File: src/rtl/pipe_ctrl_pkg.sv
// Shared types and constants for the pipeline hazard controller.
package pipe_ctrl_pkg;

  typedef enum logic [1:0] {
    RUN      = 2'd0,
    MEM_WAIT = 2'd1,
    ERR      = 2'd2
  } state_t;

  localparam logic [1:0] FWD_RF  = 2'b00;
  localparam logic [1:0] FWD_MEM = 2'b10;
  localparam logic [1:0] FWD_WB  = 2'b01;

  localparam int unsigned DEF_REG_AW = 5;

endpackage

File: src/rtl/pipe_fwd_unit.sv
// ALU operand-select comparator; only present when PIPE_FORWARD_EN is defined.
`ifdef PIPE_FORWARD_EN
module pipe_fwd_unit
  import pipe_ctrl_pkg::*;
#(
  parameter int unsigned REG_AW = DEF_REG_AW
) (
  input  logic [REG_AW-1:0] rs,
  input  logic [REG_AW-1:0] mem_rd,
  input  logic              mem_reg_write,
  input  logic [REG_AW-1:0] wb_rd,
  input  logic              wb_reg_write,
  output logic [1:0]        sel
);

  // MEM holds the younger result, so it takes priority over WB.
  always_comb begin
    sel = FWD_RF;
    if (mem_reg_write && (mem_rd != '0) && (mem_rd == rs))
      sel = FWD_MEM;
    else if (wb_reg_write && (wb_rd != '0) && (wb_rd == rs))
      sel = FWD_WB;
  end

endmodule
`endif

File: src/rtl/pipe_hazard_ctrl.sv
// Stall/flush/freeze sequencer for the 5-stage pipeline.
// Optional operand forwarding is enabled by defining PIPE_FORWARD_EN.
module pipe_hazard_ctrl
  import pipe_ctrl_pkg::*;
#(
  parameter int unsigned REG_AW      = DEF_REG_AW,
  parameter int unsigned MEM_TIMEOUT = 16,
  parameter int unsigned CNT_W       = 32
) (
  input  logic              clk,
  input  logic              rst,
  input  logic [REG_AW-1:0] id_rs1,
  input  logic [REG_AW-1:0] id_rs2,
  input  logic              id_use_rs1,
  input  logic              id_use_rs2,
  input  logic [REG_AW-1:0] ex_rd,
  input  logic              ex_reg_write,
  input  logic              ex_mem_read,
  input  logic [REG_AW-1:0] ex_rs1,
  input  logic [REG_AW-1:0] ex_rs2,
  input  logic [REG_AW-1:0] mem_rd,
  input  logic              mem_reg_write,
  input  logic [REG_AW-1:0] wb_rd,
  input  logic              wb_reg_write,
  input  logic              ex_branch_taken,
  input  logic              dmem_req,
  input  logic              dmem_ack,
  output logic              pc_we,
  output logic              ifid_we,
  output logic              idex_we,
  output logic              back_we,
  output logic              ifid_flush,
  output logic              idex_flush,
  output logic [1:0]        fwd_a,
  output logic [1:0]        fwd_b,
  output logic              dmem_timeout,
  output logic [CNT_W-1:0]  stall_cnt
);

  localparam int unsigned WAIT_W = $clog2(MEM_TIMEOUT + 1);

  state_t            state;
  logic [WAIT_W-1:0] wait_cnt;
  logic              freeze;
  logic              ex_hit;
  logic              hazard;
  logic [1:0]        sel_a;
  logic [1:0]        sel_b;

  // An ack releases the pipe in the same cycle, including the last MEM_WAIT cycle.
  assign freeze = (state == ERR) || ((dmem_req || (state == MEM_WAIT)) && !dmem_ack);

  assign ex_hit = ex_reg_write && (ex_rd != '0) &&
                  ((id_use_rs1 && (id_rs1 == ex_rd)) || (id_use_rs2 && (id_rs2 == ex_rd)));

`ifdef PIPE_FORWARD_EN
  assign hazard = ex_hit && ex_mem_read;

  pipe_fwd_unit #(.REG_AW(REG_AW)) u_fwd_a (
    .rs            (ex_rs1),
    .mem_rd        (mem_rd),
    .mem_reg_write (mem_reg_write),
    .wb_rd         (wb_rd),
    .wb_reg_write  (wb_reg_write),
    .sel           (sel_a)
  );

  pipe_fwd_unit #(.REG_AW(REG_AW)) u_fwd_b (
    .rs            (ex_rs2),
    .mem_rd        (mem_rd),
    .mem_reg_write (mem_reg_write),
    .wb_rd         (wb_rd),
    .wb_reg_write  (wb_reg_write),
    .sel           (sel_b)
  );
`else
  logic mem_hit;
  logic unused_inputs;

  assign mem_hit = mem_reg_write && (mem_rd != '0) &&
                   ((id_use_rs1 && (id_rs1 == mem_rd)) || (id_use_rs2 && (id_rs2 == mem_rd)));
  assign hazard  = ex_hit || mem_hit;
  assign sel_a   = FWD_RF;
  assign sel_b   = FWD_RF;
  assign unused_inputs = ^{ex_mem_read, ex_rs1, ex_rs2, wb_rd, wb_reg_write};
`endif

  always_comb begin
    pc_we      = 1'b1;
    ifid_we    = 1'b1;
    idex_we    = 1'b1;
    back_we    = 1'b1;
    ifid_flush = 1'b0;
    idex_flush = 1'b0;
    fwd_a      = sel_a;
    fwd_b      = sel_b;
    if (!rst) begin
      pc_we      = 1'b0;
      ifid_we    = 1'b0;
      idex_we    = 1'b0;
      back_we    = 1'b0;
      ifid_flush = 1'b1;
      idex_flush = 1'b1;
      fwd_a      = FWD_RF;
      fwd_b      = FWD_RF;
    end else if (freeze) begin
      pc_we   = 1'b0;
      ifid_we = 1'b0;
      idex_we = 1'b0;
      back_we = 1'b0;
    end else if (ex_branch_taken) begin
      ifid_flush = 1'b1;
      idex_flush = 1'b1;
    end else if (hazard) begin
      pc_we      = 1'b0;
      ifid_we    = 1'b0;
      idex_flush = 1'b1;
    end
  end

  always_ff @(posedge clk) begin
    if (!rst) begin
      state        <= RUN;
      wait_cnt     <= '0;
      stall_cnt    <= '0;
      dmem_timeout <= 1'b0;
    end else begin
      if (!pc_we && (stall_cnt != '1))
        stall_cnt <= stall_cnt + 1'b1;
      case (state)
        RUN: begin
          if (dmem_req && !dmem_ack) begin
            state    <= MEM_WAIT;
            wait_cnt <= WAIT_W'(1);
          end
        end
        MEM_WAIT: begin
          if (dmem_ack) begin
            state    <= RUN;
            wait_cnt <= '0;
          end else if (wait_cnt == WAIT_W'(MEM_TIMEOUT)) begin
            state        <= ERR;
            dmem_timeout <= 1'b1;
          end else begin
            wait_cnt <= wait_cnt + 1'b1;
          end
        end
        ERR:     dmem_timeout <= 1'b1;
        default: state <= RUN;
      endcase
    end
  end

endmodule

File: config.mk
export PLATFORM = sky130hd
export DESIGN_NAME = pipe_hazard_ctrl
export DESIGN_NICKNAME = d
export VERILOG_FILES = /design/src/rtl/pipe_ctrl_pkg.sv /design/src/rtl/pipe_fwd_unit.sv /design/src/rtl/pipe_hazard_ctrl.sv
export SDC_FILE = /design/constraint.sdc
export NUM_CORES = 1
export LEC_CHECK = 0
export ABC_CLOCK_PERIOD_IN_PS = 2100
export CAP_MARGIN = 40
export CORE_ASPECT_RATIO = 2
export CORE_UTILIZATION = 45
export CTS_CLUSTER_DIAMETER = 40
export DETAILED_ROUTE_END_ITERATION = 12
export HOLD_SLACK_MARGIN = 0.02
export PLACE_DENSITY_LB_ADDON = 0.15
export SLEW_MARGIN = 20
export SYNTH_ARGS = -nofsm -noshare
export SYNTH_HDL_FRONTEND = slang
export SYNTH_HIERARCHICAL = 1
export SYNTH_SLANG_ARGS = --single-unit
File: constraint.sdc
create_clock -name clk -period 2.1 [get_ports clk]
set_input_delay 0.21 -clock clk [delete_from_list [all_inputs] [get_ports clk]]
set_output_delay 0.21 -clock clk [all_outputs]
set_load 0.02 [all_outputs]
==> qor.yml <==
min_path:
  whs_path_depth: 2
  hp-class: "flip-flop to flip-flop"
  worstHoldStart: "stall_cnt[18]"
sta:
  rsz0062_at_grt: "yes"
  maxSlewViolCount: 0
  setup_tns_ps: 0
  max_freq_ghz: 0.494
  fin_skew_ps: 9.63
  period_share_pct: 96.5
  holdWs_ps: 482
  fin_crit_ps: 2030
  setup_viol: 0
  hold_violations: 0
route:
  drt_wl_total_microns: 7150
  via_count: 2668
  drt-pass1-iter-count: 4
  drt-vias-per-instance: 5.70
  antenna_left: 0
  drc: 0
  initialDrtViolationCount: 55
  wl_per_cell_microns: 15.3
synth:
  synthCells: 298
  synth-edff-count: 0
  synth.largest_area_cell: "dfxtp_1"
  synth.area.mux_share_pct: 5.80
  synth_area_per_cell_sq_um: 8.11
  syn-cell-area_sq_um: 2420
  synthSimpleGateAreaFrac_pct: 32.8
  ys_warn_count: 6
  ys_async_sr_fraction_pct: 0
  synth_compound_area_share_pct: 12.6
  synth_area_leaders: "dfxtp_1, xnor2_1, nand2_1"
  synth_ff_type: "dfxtp_1"
  synth_fa_ha_area_share_pct: 1.55
  ys_ff_latch: 40
  yosysUniqueCellTypes: 46
  synth_top_area_share_pct: 33.1
  synth_top_family_by_area: "simple AND/OR/NAND/NOR gates"
  yosysSeqAreaShare_pct: 33.1
  synth_xor_xnor_area_share_pct: 8.70
setup_path:
  start_kind: "input port"
  endpoint: "pc_we"
  arrival_ps: 1820
  criticalPathCategory: "input port to primary output"
  r2r_slack_ps: 90
  critPathMaxFanout: 2
  end_kind: "primary output"
  crit-reg2reg-launch: "state[0]"
  path_cells: "dlygate4sd2_1, or4_4, o21ai_4, nor2_1, a22oi_2, and2_4, buf_12, buf_6"
  required_ps: 1890
  crit_path_start: "ex_rd[2]"
  reg2reg_to: "stall_cnt[22]"
  slowest_stage: "or4_4"
  slowest_delay_ps: 530
  reg2reg_depth: 8
power_and_ir_drop:
  p_sw_mw: 0.475
  comb_power_share_pct: 21.0
  power-per-cell-area_nw_per_um2: 449
  clkPwrFrac_pct: 33.0
  p_leak_nw: 1.60
  pwr-share-seq_pct: 45.9
  vdd_drop_max_uv: 541
  switching_share_pct: 28.2
  intPower_mw: 1.21
cts:
  h-tree-depth: 2
  numClockSinks: 40
  hold_buffers: 0
  cts_buffers: 5
  cts_root_buf: "clkbuf_8"
  clk_path_buf_depth: 2
  path_clk_slew_ps: 80
  clk_latency_ps: 300
  cts_tree: "yes"
die:
  start_util_pct: 47.0
  dieWidth_microns: 53.8
  rows: 37
  coreArea_sq_um: 5140
  num_io_pins: 89
  die_height_microns: 106
  die_area_sq_um: 5690
global_route:
  grt-ovfl-total: 0
  antenna_found_initial: 0
  grt_max_degree: 38
  grt_pass1_wl_microns: 11200
  grt_pass1_vias: 2610
  grt_usage_pct: 26.4
layout:
  antenna_cells: 0
  final_common_cell: "buf_4"
  fin_nets: 458
  drive_above_1_share_pct: 22.2
  fillers: 395
  area_delta_synth_final_pct: 55.5
  final_area_sq_um: 3760
  layout_common_cells: "buf_4, clkdlybuf4s50_1, nand2_1, dfxtp_1"
placed_design:
  io_buffers: 67
  gp_congestion: 0.855
  dp_hpwl_microns: 4990
  dpl_cell_area_sq_um: 3390
status:
  status: "complete, no violations"
run:
  cap_violations: 0
cell type report:
cell class	count	area [sq um]	area share, %
tap	58	72.6	1.93
sequential	40	803	21.4
clock inverter	2	15.0	0.399
inverter	7	26.3	0.699
timing repair buffer	117	1110	29.5
multi-input combinational	238	1650	43.9
clock buffer	6	82.6	2.20
sequential cells by signal (all words and copies together) (netlist names):
name and cells:
wait_cnt 5, state 2, dmem_timeout 1, stall_cnt 32
kinds of logic (layout without fill, tap and decap cells):
group / Yosys count / count (layout)
and+or+nand+nor: 141 / 141
AOI/OAI and AO/OA: 51 / 52
DFF: 40 / 40
xor gates and xnor gates: 24 / 24
buffers and inverters: 24 / 132
muxes: 14 / 14
adders and majority gates: 3 / 3
other: 1 / 4
power by group through the flow:
stage                     clock network [mW]  registers (mW)  logic, mW
after CTS                              0.558           0.775      0.331
after global placement                     0           0.792      0.308
final                                  0.557           0.775      0.355
after global routing                   0.591           0.776      0.381
after floorplan                            0           0.804      0.151
after detailed placement                   0           0.793      0.313
cell usage after synthesis, types with 2 or more instances:
cell and instances:
dfxtp_1 40, and3_1 6, buf_4 8, xnor2_1 21
o41ai_1 3, or3_1 5, nor2_1 15, nand2_1 39
and2b_1 2, ha_1 3, o21ai_0 18, or4b_1 2
a21oi_1 17, and4_1 4, o211ai_1 2, nand4_1 17
nand2b_1 16, nor3_1 2, or4_1 6, nand3b_1 2
and2_1 2, clkbuf_1 6, nor4_1 2, and2_4 2
nand4b_1 5, nand3_1 10, inv_1 7, o31ai_1 2
xor2_1 3, o22ai_1 2, mux2i_1 14
critical path, delay by kind of cell:
family,cells,cell delay (ps)
buffers and inverters,3,460
and+or+nand+nor,3,790
AOI/OAI and AO/OA,2,350
worst min path at each step:
stage,end,slack [ps]
after CTS,stall_cnt[31],500
after global routing,stall_cnt[25],500
after floorplan,state[0],290
final,stall_cnt[18],480
after global placement,stall_cnt[26],470
after detailed placement,stall_cnt[31],490
layer usage:
layer  vias to the layer above  share of wire, %  GRT usage, %
met5                         -                 0             0
met4                         0               3.7          17.9
met3                        22               5.0          4.91
met2                       107                57          46.6
met1                      1260                34          25.4
li1                       1279                 -             -
through the flow:
step | utilization [%] | std cells | worst slack, ps | total power [mW]
after floorplan | - | 301 | 42.9 | 0.955
after global placement | 66.0 | 452 | -595 | 1.10
after detailed placement | 66.0 | 452 | -655 | 1.11
after CTS | 69.6 | 461 | -54.3 | 1.66
after global routing | 73.1 | 468 | -5.02 | 1.75
final | 73.1 | 468 | 73.9 | 1.69
timing repair:
action                                  CTS  global route
pin swaps                                 9            11
endpoints found under the setup margin   36            35
gates resized for setup                  41            32
buffers inserted                          1             6
cloned                                    0             1
Note: power is estimated with default switching activity, not from simulation.
